==> src/rtl/measure_pkg.sv <==
// Shared constants and state encoding for the DAC write path.
package measure_pkg;

   localparam int         DAC_CODE_WIDTH = 16;
   localparam int         DAC_DATA_WIDTH = 24;
   localparam logic [7:0] DAC_CMD        = 8'h00;

   typedef enum logic [2:0] {
      ST_IDLE      = 3'd0,
      ST_LAUNCH    = 3'd1,
      ST_WAIT_BUSY = 3'd2,
      ST_WAIT_DONE = 3'd3,
      ST_ACK       = 3'd4
   } dac_arb_state_t;

   // Index following idx, wrapping back to 0 at n.
   function automatic int rr_next(input int idx, input int n);
      return (idx + 1 >= n) ? 0 : idx + 1;
   endfunction

endpackage

==> src/rtl/rr_arbiter.sv <==
// Combinational round-robin pick: first asserted request at or after the
// pointer, searching upward and wrapping modulo N_REQ.
module rr_arbiter #(
   parameter  int N_REQ = 3,
   localparam int IDX_W = (N_REQ > 1) ? $clog2(N_REQ) : 1
) (
   input  logic [N_REQ-1:0] req_i,
   input  logic [IDX_W-1:0] ptr_i,
   output logic [IDX_W-1:0] grant_o,
   output logic             valid_o
);

   // Scan N_REQ positions starting at the pointer; keep the first hit.
   always_comb begin
      int idx;
      grant_o = '0;
      valid_o = 1'b0;
      idx     = 0;
      for (int off = 0; off < N_REQ; off++) begin
         idx = (int'(ptr_i) + off) % N_REQ;
         if (req_i[idx] && !valid_o) begin
            valid_o = 1'b1;
            grant_o = IDX_W'(idx);
         end
      end
   end

endmodule

==> src/rtl/dac_write_arbiter.sv <==
// Arbitrates DAC threshold writes from several requesters onto one SPI
// master: latches the winning code, strobes one write, tracks the SPI
// busy/ready handshake with a per-phase timeout, and acks the requester.
module dac_write_arbiter
   import measure_pkg::*;
#(
   parameter  int         N_REQ          = 3,
   parameter  int         CODE_WIDTH     = DAC_CODE_WIDTH,
   parameter  int         DATA_WIDTH     = DAC_DATA_WIDTH,
   parameter  logic [7:0] DAC_CMD        = measure_pkg::DAC_CMD,
   parameter  int         TIMEOUT_CYCLES = 1024,
   localparam int         SRC_W          = (N_REQ > 1) ? $clog2(N_REQ) : 1
) (
   input  logic                        clk_i,
   input  logic                        arst_ni,
   input  logic [N_REQ-1:0]            req_i,
   input  logic [N_REQ*CODE_WIDTH-1:0] code_i,
   output logic [N_REQ-1:0]            ack_o,
   output logic                        busy_o,
   output logic [DATA_WIDTH-1:0]       spi_data_o,
   output logic                        spi_wre_o,
   input  logic                        spi_rdy_i,
   output logic [CODE_WIDTH-1:0]       last_code_o,
   output logic [SRC_W-1:0]            last_src_o,
   output logic                        timeout_err_o,
   input  logic                        err_clr_i
);

   localparam int CNT_W = $clog2(TIMEOUT_CYCLES + 1);

   // Command byte in the top bits, code in the bottom bits, zeros between.
   function automatic logic [DATA_WIDTH-1:0] build_frame(input logic [CODE_WIDTH-1:0] code);
      logic [DATA_WIDTH-1:0] f;
      f                     = '0;
      f[DATA_WIDTH-1 -: 8]  = DAC_CMD;
      f[CODE_WIDTH-1:0]     = code;
      return f;
   endfunction

   dac_arb_state_t        state_q, state_d;
   logic [SRC_W-1:0]      grant_q, grant_d;
   logic [SRC_W-1:0]      ptr_q, ptr_d;
   logic [DATA_WIDTH-1:0] data_q, data_d;
   logic [CODE_WIDTH-1:0] last_code_q, last_code_d;
   logic [SRC_W-1:0]      last_src_q, last_src_d;
   logic                  err_q, err_d;
   logic [CNT_W-1:0]      cnt_q, cnt_d;

   logic [SRC_W-1:0]      arb_grant;
   logic                  arb_valid;
   logic                  phase_expired;
   logic                  timeout_hit;

   rr_arbiter #(
      .N_REQ (N_REQ)
   ) u_rr_arbiter (
      .req_i   (req_i),
      .ptr_i   (ptr_q),
      .grant_o (arb_grant),
      .valid_o (arb_valid)
   );

   // The current wait phase has used up its cycle budget.
   assign phase_expired = (cnt_q == CNT_W'(TIMEOUT_CYCLES - 1));

   // Next-state, grant/pointer/frame latching, completion and error logic.
   always_comb begin
      state_d     = state_q;
      grant_d     = grant_q;
      ptr_d       = ptr_q;
      data_d      = data_q;
      last_code_d = last_code_q;
      last_src_d  = last_src_q;
      err_d       = err_q;
      cnt_d       = '0;
      timeout_hit = 1'b0;

      if (err_clr_i) begin
         err_d = 1'b0;
      end

      unique case (state_q)
         ST_IDLE: begin
            if (arb_valid && spi_rdy_i) begin
               state_d = ST_LAUNCH;
               grant_d = arb_grant;
               ptr_d   = SRC_W'(rr_next(int'(arb_grant), N_REQ));
               data_d  = build_frame(code_i[int'(arb_grant)*CODE_WIDTH +: CODE_WIDTH]);
            end
         end
         ST_LAUNCH: begin
            state_d = ST_WAIT_BUSY;
         end
         ST_WAIT_BUSY: begin
            if (!spi_rdy_i) begin
               state_d = ST_WAIT_DONE;
            end else if (phase_expired) begin
               state_d     = ST_ACK;
               timeout_hit = 1'b1;
            end else begin
               cnt_d = cnt_q + 1'b1;
            end
         end
         ST_WAIT_DONE: begin
            if (spi_rdy_i) begin
               state_d     = ST_ACK;
               last_code_d = data_q[CODE_WIDTH-1:0];
               last_src_d  = grant_q;
            end else if (phase_expired) begin
               state_d     = ST_ACK;
               timeout_hit = 1'b1;
            end else begin
               cnt_d = cnt_q + 1'b1;
            end
         end
         ST_ACK: begin
            state_d = ST_IDLE;
         end
         default: begin
            state_d = ST_IDLE;
         end
      endcase

      // A fresh timeout overrides a clear arriving in the same cycle.
      if (timeout_hit) begin
         err_d = 1'b1;
      end
   end

   // State and datapath registers; reset aborts any frame in flight.
   always_ff @(posedge clk_i or negedge arst_ni) begin
      if (!arst_ni) begin
         state_q     <= ST_IDLE;
         grant_q     <= '0;
         ptr_q       <= '0;
         data_q      <= build_frame('0);
         last_code_q <= '0;
         last_src_q  <= '0;
         err_q       <= 1'b0;
         cnt_q       <= '0;
      end else begin
         state_q     <= state_d;
         grant_q     <= grant_d;
         ptr_q       <= ptr_d;
         data_q      <= data_d;
         last_code_q <= last_code_d;
         last_src_q  <= last_src_d;
         err_q       <= err_d;
         cnt_q       <= cnt_d;
      end
   end

   // One-hot ack for the granted requester, only while in ACK.
   always_comb begin
      ack_o = '0;
      for (int i = 0; i < N_REQ; i++) begin
         ack_o[i] = (state_q == ST_ACK) && (grant_q == SRC_W'(i));
      end
   end

   assign busy_o        = (state_q != ST_IDLE);
   assign spi_wre_o     = (state_q == ST_LAUNCH);
   assign spi_data_o    = data_q;
   assign last_code_o   = last_code_q;
   assign last_src_o    = last_src_q;
   assign timeout_err_o = err_q;

endmodule

==> config.mk <==
export PLATFORM = sky130hd
export DESIGN_NAME = dac_write_arbiter
export DESIGN_NICKNAME = d
export VERILOG_FILES = /design/src/rtl/measure_pkg.sv /design/src/rtl/rr_arbiter.sv /design/src/rtl/dac_write_arbiter.sv
export SDC_FILE = /design/constraint.sdc
export NUM_CORES = 1
export LEC_CHECK = 0
export ABC_AREA = 1
export BUFFER_PORTS_ARGS = -buffer_cell sky130_fd_sc_hd__buf_2
export CORE_MARGIN = 2
export CORE_UTILIZATION = 50
export CTS_BUF_LIST = sky130_fd_sc_hd__clkbuf_4
export DETAILED_ROUTE_END_ITERATION = 12
export HOLD_SLACK_MARGIN = 0.08
export PLACE_DENSITY = 0.77
export SKIP_CTS_REPAIR_TIMING = 1
export SYNTH_ARGS = -nofsm -noshare
export SYNTH_HDL_FRONTEND = slang
export SYNTH_SLANG_ARGS = --single-unit
==> constraint.sdc <==
create_clock -name clk_i -period 3.35 [get_ports clk_i]
set_input_delay 0.335 -clock clk_i [delete_from_list [all_inputs] [get_ports clk_i]]
set_output_delay 0.335 -clock clk_i [all_outputs]
set_load 0.02 [all_outputs]
# == After elaboration in Yosys (flattened, before gate mapping) ==
# Cells that the tools add are included.
# Widths: inputs -> output; s select.
# word_totals
reg_bits,53
wordCells,73
# op_classes
addsub,4
div_mod_pow,3
order_cmp,4
n_eq_ne,8
n_shift,1
mux,31
reduce_logical,14
# ops
operator,n
$lt 32x4->1 const B,3
$mod 32x3->32 const B,2
$shiftx 48x7->16,1
$mux 11,3
$mod 3x3->32 const B,1
$pmux 11 s2,1
$mux 1,14
$mux 3,4
$pmux 3 s4,1
$add 11x1->11 const B,1
$eq 11x10->1 const B,1
$mux 2,4
$add 2x1->3 const B,2
$bmux 1 s2,3
$eq 3x2->1 const B,2
$logic_and 1x1->1,6
$reduce_and 2->1,2
$add 2x2->3 const B,1
$eq 3x1->1 const B,1
$eq 3x3->1 const B,1
$ge 3x2->1 const B,1
$logic_not 3->1,1
$reduce_bool 3->1,1
$eq 2x1->1 const B,1
other kinds (6),7

# == Longest topological paths before layout ==
# logic_depth
word_depth,14
mapped_depth,15
mapped_depth_nobuf,13

# == Cells and area by module ==
# From an unflattened synthesis, not the netlist that was laid out.
# unflattened
cells_unflattened,379
hier_area_um2,2935.3
# by_module_without_submodules
mod,n_inst,cells_per_inst,area_per_inst_um2,seq_area_each_um2
dac_write_arbiter,1,335,2721.4,1326.3
rr_arbiter,1,44,214.0,0.0

# == Worst setup path after synthesis ==
# OpenSTA, ideal clock, no wires.
# synth_path
path_kind,reg2reg
startpoint,register ptr_q[0]
endpoint,"register data_q[0], in the netlist spi_data_o[0]"
t_arrival_ns,1.742
required_ns,3.228
setup_slack_ns,1.486
stages_incl_launch_ff,15
synth_period_minus_slack_ns,1.864
cell_sequence,dfrtp_1 -> inv_1 -> ha_1 -> buf_4 -> nand2_1 -> nand3_1 -> nand2_1 -> nand2_1 -> nor2_2 -> nand2_2 -> nand2_4 -> inv_4 -> buf_4 -> nand3_1 -> a21oi_1
# synth_via
elab_chain_cells,13
elab_cells_between_ends,27
# synth_lines
item,line,rtl
from (decl),dac_write_arbiter.sv:42,"logic [SRC_W-1:0] ptr_q, ptr_d;"
from (signal assigned),dac_write_arbiter.sv:144,ptr_q <= ptr_d;
branches (longest 13 deep; another with $mod 32x3->32),--,
to (signal assigned),dac_write_arbiter.sv:136,data_q <= build_frame('0);
to (signal assigned),dac_write_arbiter.sv:145,data_q <= data_d;
to (decl),dac_write_arbiter.sv:43,"logic [DATA_WIDTH-1:0] data_q, data_d;"
# Parallel ways; which one is timed is not known. The select of a mux whose other input is x is not followed.
# A chain may end at the register's enable or synchronous reset.

# == Worst setup path in the final report ==
# layout_path
startpoint,register ptr_q[0]
endpoint,register ptr_q[0]
# layout_via
elab_chain_cells,14
elab_cells_between_ends,29
# layout_lines
item
branches (longest 14 deep; another with $mod 32x3->32)
# Parallel ways; which one is timed is not known. The select of a mux whose other input is x is not followed.

==> impl_metrics.csv <==
group,metric,value,unit
global_routing,pin_count_of_the_biggest_net_entering_global_routing,47,
floorplanning,floorplan.die.height,81.8,µm
synth,postSynthCellCount,413,
detailed_routing,drt-total-wl,7.06,mm
clock_tree,ctsHtreeMaxLevel,2,
sta,timing.setup.tns,0,ns
clock_tree,latest_clock_arrival_within_the_worst_skew_pair,0.38,ns
sta,fin_worst_hold_slack,0.108,ns
final_layout,nFillCells,555,
sta,maxSlewHeadroom,33.3,%
sta,finalHoldViolCount,0,
sta,final-setup-viol-count,0,
worst_setup_path,path_max_fanout,34,
floorplanning,num_rows,28,
final_layout,areaGrowthSynthToFinish,17.7,%
synth,synth.top_cells.by_area,"dfrtp_1 44%, inv_1 10%, nand3_1 9.9%",
clock_tree,cts-root-to-sink-buffers,2,
global_routing,first_global_vias,2515,
global_routing,grt_first_pass_wirelength,11.5,mm
floorplanning,dieWidth,81.8,µm
final_layout,layout.nets,557,
worst_setup_path,critPathCaptureType,"flop",
floorplanning,design.die.area,6680,µm²
synth,synth_async_sr_flop_share,100,%
detailed_routing,detail_route.wl_per_cell,12.3,µm
place,place_congestion,0.815,
synth,ys_seq_area_share,43.9,%
sta,tightestPinTransition,1.00,ns
sta,fin_crit_sh,73.7,%
run,max-cap-violations,0,
hold_path,timing.hold.worst.class,"in -> async",
synth,yosysTopAreaCellShare,43.9,%
detailed_routing,drt_first_iter_violations,169,
power_and_ir_drop,peak_supply_drop,0.000572,V
clock_tree,clk_pin_slew_worst_paths,0.14,ns
floorplanning,initial_core_util,51.4,%
worst_setup_path,cp_data_arrival_time,2.78,ns
final_layout,finish.utilization,60.4,%
synth,post_synth_and_or_nand_nor_area_fraction,25.7,%
synth,synth_enable_flop_cells,0,
synth,synth_top_family_by_area,"simple AND/OR/NAND/NOR gates",
detailed_routing,postRouteAntennaNets,0,
sta,timing_max_transition_violations_final,0,
synth,synth_area_per_cell,7.32,µm²
clock_tree,cts-buffers-inserted,5,
global_routing,antenna_found_initial,0,
global_routing,grt-ovfl-total,0,
synth,yosys.area_share.xor_xnor,1.45,%
synth,synth_top_area_cell,"dfrtp_1",
sta,skew,0.00992,ns
place,portBuffers,94,
sta,maxClockFrequency,405,MHz
worst_setup_path,critPathRequiredTime,3.66,ns
detailed_routing,vias_per_cell,4.83,
sta,rsz0062_at_grt,"false",
power_and_ir_drop,p_per_area,927,nW/µm²
run_status,outcome,"finished clean",
detailed_routing,via_count,2778,
clock_tree,root_driver,"clkbuf_4",
synth,yosys.cell_count.top_type,"inv_1",
final_layout,antenna_cells,0,
worst_setup_path,worst-setup-path-type,"reg -> reg",
synth,ys_top_cells_by_count,"84 x inv_1, 72 x nand2_1, 60 x nand3_1",
place,detailed_place_hpwl,5.38,mm
clock_tree,cts_tree,"yes",
global_routing,groute.usage.overall,22.2,%
sta,post-route-min-period,2.47,ns
worst_setup_path,timing.critical_path.slowest_cell_delay,0.49,ns
synth,synthesis.area,3020,µm²
synth,yosys_register_bits,53,
floorplanning,coreArea,5890,µm²
worst_setup_path,worst_path_max_delay_cell,"nand3_2",
floorplanning,top_level_ports,103,
synth,synthFlopType,"dfrtp_1",
detailed_routing,detail_route.drc_violations,0,
final_layout,drive_gt1_share,23.2,%
synth,post_synth_num_cell_types,30,
clock_tree,cts_num_sinks,53,
detailed_routing,firstDrtPassIters,4,
synth,yosys_warnings,0,
worst_setup_path,startpoint_type,"flop",
synth,synth_compound_area_share,11.8,%
synth,post_synth_fa_ha_maj_area_fraction,1.24,%
worst_setup_path,path_cells,"inv_1 > ha_1 > nand3_1 > a21boi_2 > nand3_1 > nand3_2 > inv_1 > nand2_1 > o21ai_0",
power_and_ir_drop,leakage_dissipation,2.14,nW
synth,synthMuxAreaShare,0,%
per-stage QoR:
stage | power [mW] | area, µm² | setup WS (ns) | instances
after global placement | 2.88 | 3480 | 1.04 | 567
after floorplan | 2.47 | 3050 | 1.49 | 420
after detailed placement | 2.93 | 3480 | 0.902 | 567
after CTS | 3.30 | 3560 | 0.882 | 575
after global routing | 3.60 | 3560 | 0.557 | 575
final | 3.30 | 3560 | 0.882 | 575
cells in the final DEF, fill, tap and decap left out:
master and n:
a21boi_2 1, a21oi_1 40, a31oi_1 1, and3_1 1, buf_2 94, buf_4 1
bufinv_16 1, clkbuf_4 6, clkinv_1 1, conb_1 8, dfrtp_1 53, ha_1 3
inv_1 84, inv_2 4, inv_4 1, nand2_1 72, nand2_2 3, nand2_4 1
nand3_1 60, nand3_2 2, nand4_1 2, nand4_2 1, nor2_1 18, nor2_2 1
nor3_1 7, nor3b_1 2, o21a_1 1, o21ai_0 24, o21ai_1 1, o22ai_1 1
xnor2_1 1, xor2_1 4
area by class of cell:
class,count,area [µm²],area share (%)
repair buffers,95,478,13.4
multi-input cells,255,1240,35.0
well taps,75,93.8,2.64
inverters,89,337,9.46
clock inverters,2,33.8,0.950
clock buffers,6,45.0,1.27
flip-flops and latches,53,1330,37.3
metal layers:
layer / wire, µm / part of all wire [%] / GRT usage (%) / vias up
met5: 0 / 0 / 0 / -
met3: 431 / 6.1 / 5.16 / 8
met1: 3230 / 46 / 30.5 / 1237
met2: 3310 / 47 / 35.5 / 79
met4: 82 / 1.2 / 5.67 / 0
li1: - / - / - / 1454
registers in the layout, summed over array words and instances (netlist names):
register and flops:
last_code_o 16, spi_data_o 16, cnt_q 11, state_q 3
grant_q 2, last_src_o 2, ptr_q 2, timeout_err_o 1
path summary, 6_finish.rpt:
path / slack, ns / from / end / depth (start not counted)
setup reg to reg: 0.88 / ptr_q[0]$_DFFE_PN0P_ / ptr_q[0]$_DFFE_PN0P_ / 9
hold / removal: 0.11 / arst_ni / timeout_err_o$_DFFE_PN0P_ / 1
max in group asynchronous: 2.54 / arst_ni / last_code_o[6]$_DFFE_PN0P_ / 2
min in group clk_i: 0.14 / err_clr_i / timeout_err_o$_DFFE_PN0P_ / 2
hold reg to reg: 0.50 / last_code_o[10]$_DFFE_PN0P_ / last_code_o[10]$_DFFE_PN0P_ / 2
setup / recovery: 0.88 / ptr_q[0]$_DFFE_PN0P_ / ptr_q[0]$_DFFE_PN0P_ / 9
critical path, delay by kind of cell, from the launching register on:
family          cells  cell delay [ns]
fa+ha+maj           1             0.44
buf+inv             2             0.38
compound gates      2             0.33
simple gates        4             0.85
flops               1             0.40
power breakdown:
group          internal (mW)  total [mW]  switching, mW
clock network          0.164       0.365          0.201
logic                  0.601        1.91           1.30
registers              0.879        1.03          0.148
total                   1.64        3.30           1.65
cell families (layout without fill, tap and decap cells):
| logic type | count (synthesis) | in the layout |
|---|---|---|
| xor gates and xnor gates | 5 | 5 |
| and+or+nand+nor | 170 | 170 |
| AOI/OAI and AO/OA | 69 | 69 |
| DFF | 53 | 53 |
| buffers and inverters | 112 | 192 |
| other | 1 | 8 |
| adders and majority gates | 3 | 3 |
(Power assumes the default switching activity.)
